--- src/rtl/sr_bank_ctrl.sv ---
// sr_bank_ctrl: round-robin set/clear arbiter driving an SR flag bank.
// Build option SR_READBACK_CHECK_EN adds q_vec readback to err.
module sr_bank_ctrl #(
  parameter int NREQ = 4,
  parameter int WIDTH = 8,
  localparam int IW = (WIDTH > 1) ? $clog2(WIDTH) : 1
) (
  input  logic              clk,
  input  logic              rst_n,
  input  logic [NREQ-1:0]   req,
  input  logic [NREQ-1:0]   op,
  input  logic [NREQ*IW-1:0] idx,
  output logic [NREQ-1:0]   ack,
  output logic              err,
  output logic              busy,
  output logic [WIDTH-1:0]  s_vec,
  output logic [WIDTH-1:0]  r_vec,
  input  logic [WIDTH-1:0]  q_vec
);

  localparam int PW = (NREQ > 1) ? $clog2(NREQ) : 1;

  typedef enum logic [1:0] {
    IDLE,
    DRIVE,
    DONE
  } state_t;

  state_t          state;
  logic [PW-1:0]   ptr;
  logic [PW-1:0]   w;
  logic [PW-1:0]   win;
  logic [PW-1:0]   w_nxt;
  logic            win_vld;
  logic [IW-1:0]   win_idx;
  logic            win_op;
  logic            win_rng;
  logic [WIDTH-1:0] win_oh;
  logic            crng;
  logic            err_q;

  // scan from the back so the entry closest to ptr wins
  always_comb begin
    int j;
    win_vld = 1'b0;
    win = '0;
    j = 0;
    for (int k = NREQ - 1; k >= 0; k--) begin
      j = int'(ptr) + k;
      if (j >= NREQ) j = j - NREQ;
      if (req[j]) begin
        win_vld = 1'b1;
        win = PW'(j);
      end
    end
  end

  assign win_idx = idx[int'(win)*IW +: IW];
  assign win_op  = op[win];
  assign win_rng = int'(win_idx) < WIDTH;
  assign win_oh  = win_rng ? (WIDTH'(1) << win_idx) : '0;
  assign w_nxt   = (int'(w) == NREQ - 1) ? '0 : w + PW'(1);

  always_ff @(posedge clk) begin
    if (!rst_n) begin
      state <= IDLE;
      ptr   <= '0;
      w     <= '0;
      crng  <= 1'b0;
      ack   <= '0;
      err_q <= 1'b0;
      busy  <= 1'b0;
      s_vec <= '0;
      r_vec <= '0;
    end else begin
      ack   <= '0;
      err_q <= 1'b0;
      unique case (state)
        IDLE: begin
          if (win_vld) begin
            state <= DRIVE;
            busy  <= 1'b1;
            w     <= win;
            crng  <= win_rng;
            s_vec <= win_op ? win_oh : '0;
            r_vec <= win_op ? '0 : win_oh;
          end
        end
        DRIVE: begin
          state  <= DONE;
          s_vec  <= '0;
          r_vec  <= '0;
          ack[w] <= 1'b1;
          err_q  <= !crng;
        end
        DONE: begin
          state <= IDLE;
          busy  <= 1'b0;
          ptr   <= w_nxt;
        end
        default: state <= IDLE;
      endcase
    end
  end

`ifdef SR_READBACK_CHECK_EN
  logic [IW-1:0] cidx;
  logic          cop;
  logic          q_bit;

  always_ff @(posedge clk) begin
    if (!rst_n) begin
      cidx <= '0;
      cop  <= 1'b0;
    end else if (state == IDLE && win_vld) begin
      cidx <= win_idx;
      cop  <= win_op;
    end
  end

  // the bank absorbed the DRIVE edge, so q_vec is current during DONE
  assign q_bit = |(q_vec & (WIDTH'(1) << cidx));
  assign err = err_q | (state == DONE && crng && q_bit != cop);
`else
  logic unused_q;
  assign unused_q = ^q_vec;
  assign err = err_q;
`endif

endmodule

--- config.mk ---
export PLATFORM = sky130hd
export DESIGN_NAME = sr_bank_ctrl
export DESIGN_NICKNAME = d
export VERILOG_FILES = /design/src/rtl/sr_bank_ctrl.sv
export SDC_FILE = /design/constraint.sdc
export NUM_CORES = 1
export LEC_CHECK = 0
export CORE_MARGIN = 5
export CORE_UTILIZATION = 47
export CTS_CLUSTER_SIZE = 30
export DETAILED_ROUTE_END_ITERATION = 10
export PLACE_DENSITY = 0.84
export SYNTH_ARGS = -nofsm -noshare
export SYNTH_HDL_FRONTEND = slang
export SYNTH_SLANG_ARGS = --single-unit
--- constraint.sdc ---
create_clock -name clk -period 3.6 [get_ports clk]
set_input_delay 0.72 -clock clk [delete_from_list [all_inputs] [get_ports clk]]
set_output_delay 0.72 -clock clk [all_outputs]
set_load 0.005 [all_outputs]
==> results.md <==
- The flow ran to the end, and the final reports show no timing, DRC or antenna violations.
- The post-CTS repair timing setup buffer count is 0.
- The Yosys warning count is 0.
- The total die area is 4160 µm².
- The post-placement cell count is 218.
- For this design the ratio of total power to cell area is 361 nW/µm².
- The leading area contributor after synthesis is dfxtp_1.
- For the worst setup path, the data arrival time is 3.20 ns.
- By area the synthesized netlist is led by dfxtp_1, mux2i_1, nand2_1.
- After detailed routing, the number of vias per cell comes to 5.66.
- In this run the critical register-to-register path is captured at s_vec[2]$_SDFFE_PN0P_.
- The main flop type after synthesis is dfxtp_1.
- The detailed-route via count is 1,279.
- Dividing the final minimum period by the clock period gives 0.813.
- Ranked by instance count, the synthesized netlist is headed by dfxtp_1, nand2_1, and2_1, a21boi_0, mux2i_1.
- The final core utilization is 0.678.
- For this configuration, the core starts out at a cell density of 0.498.
- The average instance in the mapped netlist occupies 9.44 µm².
- The clock edge transition at the registers on the reported setup and hold paths is 0.09 ns.
- Setup violations remaining at the end of the flow were counted as 0.
- 52 I/O pins were placed.
- The repair_antennas step left the layout with diodes totalling 0.
- The final count of pins violating max slew is 0.
- The startpoint type of the worst setup path is a primary input.
- Entering global routing, the biggest net connects 25 pins.
- Dividing the detail-routed wire length by the instance count gives 14.8 µm.
- The final critical delay including setup and external delays is 2.93 ns.
- STA classifies the critical path endpoint as a register.
- The tightest min-delay check is of the register to register type.
- The number of optimization iterations in the first detailed-route pass is 4.
- The floorplan has 19 rows.
- Summing every instance area after synthesis gives 1400 µm².
- The area of the core is 2810 µm².
- The net count reported at finish is 228.
- The final instance area is 1900 µm².
- Of all nets on the critical path, the largest fanout is 16.
- The final-layout worst hold slack is 0.423 ns.
- The hold path startpoint is crng$_SDFFE_PN0P_.
- At the end of routability-driven placement, the weighted congestion stood at 0.734.
- The initial antenna violation count is 0.
- The proportion of synthesized flip-flops having asynchronous set or reset is 0.
- Measured against its own limit, the worst slew margin works out to 0.501.
- For the worst-skew pair, the clock arrives at the later sink with an insertion delay of 0.33 ns.
- The XOR/XNOR share of the synthesized area is 0.
- Buffers inserted to repair hold after CTS numbered 0.
- The setup path with the least slack is of type primary input to register.
- In the final layout, the share of cells above drive strength 1 is 0.0615.
- The worst register-to-register path begins at ptr[1]$_SDFFE_PN0P_.
- Data on the critical path is required at its endpoint by 3.87 ns.
- The number of cells on the worst reg-to-reg path is 6.
- The synthesized instance count is 148.
- The number of global-route vias before repair was 1,195.
- The slew at the pin closest to its max-slew limit is 0.742 ns.
- The worst-case clock buffer depth is 2.
- The hold violation total from the final report was 0.
- After layout, the worst setup slack is 0.672 ns.
- The sum of net half-perimeters after detailed placement is 2520 µm.
- The chip height is 64.5 µm.
- The clock tree from TritonCTS is done.
- Tracing the worst setup path back leads to its startpoint at req[1].
- The global router's overall resource usage is 0.169.
- Derived from the worst setup path, the maximum achievable clock frequency is 0.342 GHz.
- The reported leakage power is 0.715 nW.
- After routing, the total negative slack on setup checks comes to 0 ns.
- IR analysis of the VDD net gives a maximum drop of 0.000268 V.
- The number of I/O port buffers is 43.
- In this run, synthesis produced a sequential element count of 29.
- The complex-gate fraction of the synthesized area was 0.186.
- The dominant combinational cell family by area after synthesis is simple AND/OR/NAND/NOR gates.
- Max-cap violations in this run came to 0.
- Along the worst hold path, the cell count comes to 1.
- The net count of the mapped netlist is 182.
- The worst setup slack for register-to-register paths is 1.25 ns.
- For this design, the sink count on the clock tree is 29.
- The placed instances occupy a cell area of 1850 µm².
- The routed design has 3340 µm of wire.
- The proportion of synthesized chip area in sequential cells is 0.415.
- Of the total synthesized cell area, the portion taken by AND, OR, NAND and NOR gates is 0.255.
- Of the post-synthesis cell area, the part taken by muxes is 0.0815.
- The H-tree was split into 2 levels.
- The tree is rooted in a clkbuf_4.
- The total DRC errors in the routed layout is 0.
- Power comes to 0.686 mW.
- The leading cell type by number of instances after synthesis is dfxtp_1.
- The area overhead of the layout relative to synthesis is 36.1%.
- Once detail routing completed, the nets flagged for antenna violations numbered 0.
- The global-route wire length before repair is 5580 µm.
- The end point of the most critical hold path is err$_SDFF_PN0_.
- After clock tree synthesis, the repair step resized 0 gates.
- The CTS buffer count is 5.
- The synthesized design contains 0 enable-type register cells.
- The first routing iteration left 79 violations.
- The worst slack at placement is 0.322 ns.
- The setup skew after layout is 0.00828 ns.
- Once layout is complete, the cells apart from fillers number 226.
- The adder and majority gate portion of the synthesized area is 0.0358.
- Setup repair after global routing left no endpoint under its margin.
- The die width is 64.5 µm.
- The area share of the largest cell type after synthesis is 0.415.
- The distinct cell type count after synthesis is 32.
- For this run the aggregate overflow at the end of global routing stands at 0.
-- routing by layer --
| layer | wire length, µm | up-vias | global-route usage |
|---|---|---|---|
| li1 | - | 627 | - |
| met3 | 218 | 5 | 0.0639 |
| met1 | 1530 | 599 | 0.210 |
| met5 | 0 | - | 0 |
| met4 | 38 | 0 | 0.0554 |
| met2 | 1550 | 48 | 0.272 |
-- where the power goes --
group          switching (mW)  internal (mW)  total, mW
logic                  0.0787         0.0797      0.158
registers             0.00960          0.335      0.345
clock network           0.105         0.0776      0.183
total                   0.193          0.493      0.686
-- final cells by class --
cell class / instances / area, µm²
inverters: 4 / 15.0
repair buffers: 44 / 438
multi-input cells: 110 / 781
clock buffers: 8 / 48.8
well taps: 31 / 38.8
flip-flops and latches: 29 / 581
fillers: 245 / 903
-- state kept, by name (all words and copies together), names as in the netlist --
name,cells
r_vec,8
crng,1
w,2
busy,1
ack,4
ptr,2
err,1
s_vec,8
state,2
-- worst max path at each step --
stage | cells past startpoint | to | slack [ns]
2_1_floorplan | 7 | s_vec[5]$_SDFFE_PN0P_ | 1.07
3_3_place_gp | 8 | s_vec[5]$_SDFFE_PN0P_ | 0.41
3_5_place_dp | 8 | s_vec[2]$_SDFFE_PN0P_ | 0.32
4_1_cts | 8 | s_vec[2]$_SDFFE_PN0P_ | 0.67
5_1_grt | 9 | r_vec[3]$_SDFFE_PN0P_ | 0.50
6_report | 8 | s_vec[2]$_SDFFE_PN0P_ | 0.67
-- kinds of logic (layout without fill, tap and decap cells) --
| logic type | after synthesis | in the layout |
|---|---|---|
| flip-flops | 29 | 29 |
| multiplexers | 11 | 11 |
| AO/OA/AOI/OAI | 33 | 33 |
| AND/OR/NAND/NOR | 62 | 62 |
| buffers and inverters | 9 | 56 |
| adder cells (fa/ha/maj) | 4 | 4 |
-- worst max-delay path, stage by stage --
cell             delay, ns
clkdlybuf4s50_1       0.55
nor2b_1               0.10
o21ba_1               0.22
a211oi_4              0.36
mux2i_1               0.14
mux2_2                0.40
or4b_1                0.56
a21boi_1              0.14
-- cell usage in the layout, fill, tap and decap left out, drive strengths merged, types with 3 or more instances in the layout --
cell type,n
or4b,6
nor2b,5
nand2,21
clkdlybuf4s50,43
a21boi,15
and2,9
nand3,6
mux2i,8
nand4b,6
mux2,3
nor2,3
clkbuf,8
nor3,3
inv,4
ha,4
dfxtp,29
o21ai,4
Power figures use the tool's default switching activity.
